**config.mk**
```make
export PLATFORM = sky130hd
export DESIGN_NAME = mem_arbiter
export DESIGN_NICKNAME = d
export VERILOG_FILES = /design/src/rtl/mem_arb_pkg.sv /design/src/rtl/rr_arb2.sv /design/src/rtl/mem_arbiter.sv
export SDC_FILE = /design/constraint.sdc
export NUM_CORES = 1
export LEC_CHECK = 0
export BUFFER_PORTS_ARGS = -buffer_cell sky130_fd_sc_hd__buf_4
export CORE_AREA = 3 3 93 95
export CTS_CLUSTER_SIZE = 8
export DETAILED_ROUTE_END_ITERATION = 6
export DIE_AREA = 0 0 96 98
export GPL_ROUTABILITY_DRIVEN = 0
export PLACE_DENSITY = 0.57
export SYNTH_ARGS = -nofsm -noshare
export SYNTH_HDL_FRONTEND = slang
export SYNTH_SLANG_ARGS = --single-unit
```
**constraint.sdc**
```tcl
create_clock -name clk -period 1.7 [get_ports clk]
set_clock_uncertainty 0.05 [all_clocks]
set_input_delay 0.17 -clock clk [delete_from_list [all_inputs] [get_ports clk]]
set_output_delay 0.17 -clock clk [all_outputs]
set_load 0.005 [all_outputs]
```
**src/rtl/mem_arb_pkg.sv**
```systemverilog
// Shared state encoding and parameter defaults for the two-master memory arbiter.
package mem_arb_pkg;

    localparam int ADDR_W_DEF    = 14;
    localparam int DATA_W_DEF    = 32;
    localparam int MAX_BURST_DEF = 4;
    localparam int BURST_W       = 3;

    typedef enum logic [1:0] {
        IDLE = 2'd0,
        OWN0 = 2'd1,
        OWN1 = 2'd2
    } arb_state_e;

    function automatic arb_state_e own_state(input logic idx);
        return idx ? OWN1 : OWN0;
    endfunction

endpackage

```
**src/rtl/rr_arb2.sv**
```systemverilog
// Two-way round-robin pick: a lone requester wins, a tie goes to the master
// that did not own the port last.
module rr_arb2 (
    input  logic [1:0] req,
    input  logic       last_owner,
    output logic       winner
);

    // Winner select from the request pair and previous owner
    always_comb begin
        winner = 1'b0;
        case (req)
            2'b01:   winner = 1'b0;
            2'b10:   winner = 1'b1;
            2'b11:   winner = ~last_owner;
            default: winner = 1'b0;
        endcase
    end

endmodule

```
**src/rtl/mem_arbiter.sv**
```systemverilog
// Two-master arbiter for a single-port memory controller: registered grants,
// burst-limited ownership with zero-gap hand-over and one-cycle read return.
module mem_arbiter
    import mem_arb_pkg::*;
#(
    parameter int ADDR_W    = ADDR_W_DEF,
    parameter int DATA_W    = DATA_W_DEF,
    parameter int MAX_BURST = MAX_BURST_DEF
) (
    input  logic              clk,
    input  logic              rst,
    input  logic              m0_req,
    input  logic              m0_we,
    input  logic [ADDR_W-1:0] m0_addr,
    input  logic [DATA_W-1:0] m0_wdata,
    output logic              m0_gnt,
    output logic              m0_rvalid,
    output logic [DATA_W-1:0] m0_rdata,
    input  logic              m1_req,
    input  logic              m1_we,
    input  logic [ADDR_W-1:0] m1_addr,
    input  logic [DATA_W-1:0] m1_wdata,
    output logic              m1_gnt,
    output logic              m1_rvalid,
    output logic [DATA_W-1:0] m1_rdata,
    output logic              mem_ctrl_we,
    output logic [ADDR_W-1:0] mem_ctrl_addr,
    output logic [DATA_W-1:0] mem_ctrl_in,
    input  logic [DATA_W-1:0] mem_ctrl_out
);

    arb_state_e         state_q;
    logic               last_owner_q;
    logic [BURST_W-1:0] burst_q;
    logic [BURST_W-1:0] burst_d;
    logic               m0_rvalid_q;
    logic               m1_rvalid_q;
    logic               issue0_s;
    logic               issue1_s;
    logic               at_max_s;
    logic               winner_s;

    assign issue0_s = (state_q == OWN0) && m0_req;
    assign issue1_s = (state_q == OWN1) && m1_req;
    assign burst_d  = burst_q + {{(BURST_W-1){1'b0}}, 1'b1};
    assign at_max_s = (burst_d == BURST_W'(MAX_BURST));

    rr_arb2 u_rr_arb2 (
        .req        ({m1_req, m0_req}),
        .last_owner (last_owner_q),
        .winner     (winner_s)
    );

    // Ownership FSM, burst counter, last-owner memory and read-valid tracking
    always_ff @(posedge clk or negedge rst) begin
        if (!rst) begin
            state_q      <= IDLE;
            last_owner_q <= 1'b1;
            burst_q      <= {BURST_W{1'b0}};
            m0_rvalid_q  <= 1'b0;
            m1_rvalid_q  <= 1'b0;
        end else begin
            m0_rvalid_q <= issue0_s && !m0_we;
            m1_rvalid_q <= issue1_s && !m1_we;
            case (state_q)
                IDLE: begin
                    burst_q <= {BURST_W{1'b0}};
                    if (m0_req || m1_req) begin
                        state_q <= own_state(winner_s);
                    end else begin
                        state_q <= IDLE;
                    end
                end
                OWN0: begin
                    if (!m0_req) begin
                        burst_q      <= {BURST_W{1'b0}};
                        last_owner_q <= 1'b0;
                        state_q      <= m1_req ? OWN1 : IDLE;
                    end else if (at_max_s) begin
                        // Burst limit: yield only if the other side is waiting
                        burst_q <= {BURST_W{1'b0}};
                        if (m1_req) begin
                            state_q      <= OWN1;
                            last_owner_q <= 1'b0;
                        end else begin
                            state_q <= OWN0;
                        end
                    end else begin
                        burst_q <= burst_d;
                        state_q <= OWN0;
                    end
                end
                OWN1: begin
                    if (!m1_req) begin
                        burst_q      <= {BURST_W{1'b0}};
                        last_owner_q <= 1'b1;
                        state_q      <= m0_req ? OWN0 : IDLE;
                    end else if (at_max_s) begin
                        burst_q <= {BURST_W{1'b0}};
                        if (m0_req) begin
                            state_q      <= OWN0;
                            last_owner_q <= 1'b1;
                        end else begin
                            state_q <= OWN1;
                        end
                    end else begin
                        burst_q <= burst_d;
                        state_q <= OWN1;
                    end
                end
                default: begin
                    state_q <= IDLE;
                    burst_q <= {BURST_W{1'b0}};
                end
            endcase
        end
    end

    // Memory-port mux: only the owning, requesting master reaches the controller
    always_comb begin
        mem_ctrl_we   = 1'b0;
        mem_ctrl_addr = {ADDR_W{1'b0}};
        mem_ctrl_in   = {DATA_W{1'b0}};
        if (issue0_s) begin
            mem_ctrl_we   = m0_we;
            mem_ctrl_addr = m0_addr;
            mem_ctrl_in   = m0_wdata;
        end else if (issue1_s) begin
            mem_ctrl_we   = m1_we;
            mem_ctrl_addr = m1_addr;
            mem_ctrl_in   = m1_wdata;
        end else begin
            mem_ctrl_we   = 1'b0;
            mem_ctrl_addr = {ADDR_W{1'b0}};
            mem_ctrl_in   = {DATA_W{1'b0}};
        end
    end

    assign m0_gnt    = (state_q == OWN0);
    assign m1_gnt    = (state_q == OWN1);
    assign m0_rvalid = m0_rvalid_q;
    assign m1_rvalid = m1_rvalid_q;
    assign m0_rdata  = mem_ctrl_out;
    assign m1_rdata  = mem_ctrl_out;

endmodule

```
Yosys cells after proc, flatten, opt, wreduce, memory -nomap -nowiden. Index checks and enable logic that the tools add are counted.

Bits in registers: 8. Bits of input ports: 130. Output and inout port bits: 115. Logic and storage cells: 55.

Add/sub/neg operators: 1. Equal/unequal tests: 9. Muxes and demuxes: 29. Bitwise logic cells: 1. Reductions and logical operators: 10.

Operators with widths (number): $mux 32 (2); $mux 14 (2); $mux 2 (9); $mux 1 (9); $mux 3 (3); $ne 3x2->1 const B (3); $eq 2x2->1 const B (3); $pmux 2 s3 (1); $pmux 3 s2 (1); $reduce_and 5->1 (1); $logic_and 1x1->1 (4); $pmux 1 s2 (2); $add 3x1->3 const B (1); $eq 3x3->1 const B (1); $ne 3x3->1 const B (1); $eq 2x1->1 const B (1); $logic_not 1->1 (2); $logic_not 2->1 (1); $reduce_bool 2->1 (1); $logic_or 1x1->1 (1); $not 1->1 (1).

Logic depth before layout (Yosys ltp).
Word-level depth: 5. Mapped depth: 8. Depth with buffers taken out: 5.

Cells and area by module. Synthesis repeated with hierarchy kept, for this count alone.

Cell total of the unflattened synthesis: 171. Area total of the unflattened synthesis: 1468.9 sq um.

Modules (own cells, without submodules): mem_arbiter (times used 1, cells each 170, area each 1457.6 sq um); rr_arb2 (times used 1, cells each 1, area each 11.3 sq um).

Least setup slack after synthesis. Ideal clock, no wire load.

Kind: register to output. Start point: reg state_q[0]. End point: out mem_ctrl_addr[0]. Arrival time: 1469 ps. Data required time: 1480 ps. Slack: 11 ps. Stages on the path, launching flop included: 7. Path buffers: 3. Cell sequence: dfrtp_1 ha_1 and2_1 buf_6 buf_6 buf_2 a22o_1.

Elaborated cells between the ends (all ways): 6. Classes of those cells: eq/ne (2); mux (2); reduce/logical (2).

RTL lines: start, declared (RTL line mem_arbiter.sv:32) `arb_state_e state_q;`; start signal, assigned (RTL line mem_arbiter.sv:69) `state_q <= own_state(winner_s);`; start signal, assigned (RTL line mem_arbiter.sv:78) `state_q <= m1_req ? OWN1 : IDLE;`; start signal, assigned (RTL line mem_arbiter.sv:97) `state_q <= m0_req ? OWN0 : IDLE;`; $eq 2x1->1; named net m0_gnt (RTL line mem_arbiter.sv:16) `output logic m0_gnt,`; $logic_and 1x1->1 (RTL line mem_arbiter.sv:43) `assign issue0_s = (state_q == OWN0) && m0_req;`; $mux 14 (RTL line mem_arbiter.sv:124) `if (issue0_s) begin`; end, declared (RTL line mem_arbiter.sv:27) `output logic [ADDR_W-1:0] mem_ctrl_addr,`.

The timed path passes the listed nets, and every way through them passes these cells.

Final worst setup path.
Start point: reg state_q[1]. End point: out mem_ctrl_in[1].

Cells in the longest elaborated chain, start to end: 4. Elaborated cells between the ends (all ways): 6. Classes of those cells: eq/ne (2); mux (2); reduce/logical (2).

RTL lines: $eq 2x2->1 (RTL line mem_arbiter.sv:44) `assign issue1_s = (state_q == OWN1) && m1_req;`; $logic_and 1x1->1 (RTL line mem_arbiter.sv:44); $mux 32 (RTL line mem_arbiter.sv:128) `end else if (issue1_s) begin`; $mux 32 (*) (RTL line mem_arbiter.sv:124); end, declared (RTL line mem_arbiter.sv:28) `output logic [DATA_W-1:0] mem_ctrl_in,`.

Every way passes the cells marked *; elsewhere a longest branch is shown, timed or not.

==> impl_metrics.yaml <==
synthesis:
  synth_area_leader_cell: "buf_4"
  ys_seq_area_share_pct: 13.9
  netlist_area_um2: 1450
  synth_area_leaders: "buf_4 34%, a22o_1 29%, dfrtp_1 12%"
  synthCells: 167
  synthTopCellsByCount: "65 x buf_4, 48 x a22o_1, 7 x dfrtp_1, 7 x ha_1, 6 x buf_6"
  yosysMostFrequentCell: "buf_4"
  yosysWarnings: 0
  synthFlopType: "dfrtp_1"
  synth_cell_types: 23
  synth_edf_count: 0
  async_reset_ff_share_pct: 100
  synth.top_cell.area_share_pct: 33.6
  avgSynthCellArea_um2: 8.70
  syn_nets: 304
  synth_seq_cells: 8
timing:
  hold_ws_ns: 0.0535
  fin_ws_ns: -0.198
  relSlewSlack_pct: 88.1
  hold_viol: 0
  rsz0062_at_grt: "true"
  min_period_ns: 1.90
  post-route-period-util_pct: 112
  tightest_slew_ns: 0.179
  maxSlewViolCount: 0
  max_freq_mhz: 527
  setup-violations-final: 47
drt:
  vias: 1573
  wl_met2_um: 3110
  top_layer_used: "met4"
  routed_wl_um: 6160
  wl_per_cell_um: 16.8
  vias_per_cell: 4.30
  drt-pass1-iter-count: 4
  remaining_drc_errors: 0
  met3_length_um: 800
  dr.first_iter.drc_count: 36
  ant_nets: 0
  drt-met1-wl_um: 2190
job:
  max_cap_viol_count: 0
layout:
  final_nets: 402
  layout-drive-gt1-share_pct: 68.2
  area_growth_pct: 75.1
  insertedDiodeCount: 0
  fin_area_um2: 2540
outcome:
  violations: "setup timing"
  status: "complete, but fails checks"
setup_path:
  cp_slowest_cell: "dfrtp_1"
  crit_path_end_kind: "primary output"
  reg2reg_slack_ns: 0.10
  cp-start-kind: "flip-flop"
  path_class: "flip-flop to primary output"
  startpoint: "state_q[1]$_DFF_PN0_"
  reg2reg_from: "state_q[1]$_DFF_PN0_"
  critical-path-max-stage-delay_ns: 0.39
  crit_arrival_ns: 1.68
  required_ns: 1.48
  regToRegEndpoint: "last_owner_q$_DFFE_PN1P_"
  crit_fanout: 8
  endpoint: "mem_ctrl_in[1]"
  path_cells: "inv_2, ha_4, and2_4, nor2_4, buf_12, buf_12, a22o_1, buf_4"
  cpMostUsedCell: "buf_12"
  r2r_cells: 6
die:
  dieArea_um2: 9410
  die_w_um: 96
  row_count: 32
  start_util_pct: 18.6
  ios: 245
  dieHeight_um: 98
  core_area_um2: 7810
placement:
  post_dp_cell_area_um2: 2210
  pre_cts_ws_ns: 0.00183
  dpl.hpwl_um: 4880
  port_buffers: 148
cts:
  clk_transition_reported_paths_ns: 0.04
  cts_max_path_buffers: 2
  cts_tree: "done"
  cts_root_buf: "clkbuf_8"
  clkSinkCount: 8
  clkLatencyLatePin_ns: 0.23
  cts_buffers: 3
  htreeDepth: 1
pwr:
  seqPwrFrac_pct: 11.6
  p_switching_uw: 811
  intPower_mw: 1.55
  pwr-share-comb_pct: 78.3
  vdd.ir_drop.worst_uv: 262
  p_leak_nw: 1.33
  p_clk_share_pct: 10.1
  powerDensity_nw_per_um2: 928
  p_total_mw: 2.36
  swShare_pct: 34.4
min_path:
  min_path_cells: 2
  hold_path_class: "input port to flip-flop"
global_route:
  overflow: 0
  grtUsageTotal_pct: 11.9
  grt_pass1_vias: 1583
  antenna_found_initial: 0
  grt_pass1_wl_um: 8690
  grt_max_degree: 20
==> kinds of logic (layout without fill, tap and decap cells) <==
family	after synthesis	after routing	synth area share (%)
AO/OA/AOI/OAI	50	50	30.1
adder cells (fa/ha/maj)	7	7	6.03
buffers and inverters	80	177	40.8
flip-flops	8	8	13.9
multiplexers	3	3	2.15
AND/OR/NAND/NOR	19	19	7.06
==> routing by layer <==
| layer | vias to the layer above | GRT usage (%) |
|---|---|---|
| met4 | 0 | 2.63 |
| met2 | 129 | 20.6 |
| met3 | 8 | 4.85 |
| met1 | 705 | 13.5 |
| met5 | - | 0 |
| li1 | 731 | - |
==> power by group through the flow <==
stage                     clock network [mW]  logic (mW)  registers (mW)
after floorplan                            0       0.824           0.265
after global placement                     0        1.46           0.264
after detailed placement                   0        1.48           0.269
after CTS                              0.249        1.78           0.275
after global routing                   0.264        2.00           0.281
final                                  0.237        1.85           0.275
==> flip-flops by register name, indices dropped and copies added (netlist names) <==
register      flops
burst_q           3
m1_rvalid         1
state_q           2
m0_rvalid         1
last_owner_q      1
==> worst min path at each step <==
| stage | start | end | slack [ns] |
|---|---|---|---|
| 6_report | m0_we | m0_rvalid$_DFF_PN0_ | 0.05 |
| 3_5_place_dp | rst | m1_rvalid$_DFF_PN0_ | -0.06 |
| 4_1_cts | m0_we | m0_rvalid$_DFF_PN0_ | 0.04 |
| 3_3_place_gp | rst | m1_rvalid$_DFF_PN0_ | -0.06 |
| 2_1_floorplan | rst | burst_q[0]$_DFF_PN0_ | -0.18 |
| 5_1_grt | m0_we | m0_rvalid$_DFF_PN0_ | 0.05 |
==> critical path, delay by kind of cell (launching register included) <==
family	cells	cell delay [ns]
fa+ha+maj	1	0.13
buf+inv	4	0.51
simple gates	2	0.20
flops	1	0.39
compound gates	1	0.21
==> timing repair <==
action	CTS	global route
pin swaps	7	4
setup endpoints to repair	47	47
hold endpoints to repair	8	0
setup buffers	5	1
hold buffers	1	0
gates cloned	3	2
resized for setup	23	0
==> layout by cell type (no fill, tap or decap), types with 2 or more instances in the layout <==
master / count
a22o_1: 48
and3_1: 4
buf_12: 5
buf_16: 2
buf_4: 152
buf_6: 6
clkbuf_16: 2
clkbuf_8: 3
dfrtp_1: 7
ha_1: 5
ha_4: 2
inv_1: 2
inv_2: 2
mux2i_1: 2
nand2_1: 2
nand3_1: 2
nand3b_1: 2
nor2_1: 3
==> through the flow <==
stage | utilization (%) | instances | TNS [ns]
final | 32.6 | 366 | -7.30
after global routing | 32.6 | 366 | -10.14
after CTS | 31.8 | 363 | -7.01
after detailed placement | 28.3 | 350 | 0
after global placement | 28.3 | 350 | 0
after floorplan | - | 167 | 0
==> final cells by class <==
class / count / area, um2
Inverter: 4 / 15.0
Sequential cell: 8 / 201
Tap cell: 102 / 128
Clock buffer: 4 / 45.0
Fill cell: 832 / 5260
Timing Repair Buffer: 169 / 1460
Multi-Input combinational cell: 79 / 698
No activity file was read; power rests on OpenSTA's default activity.
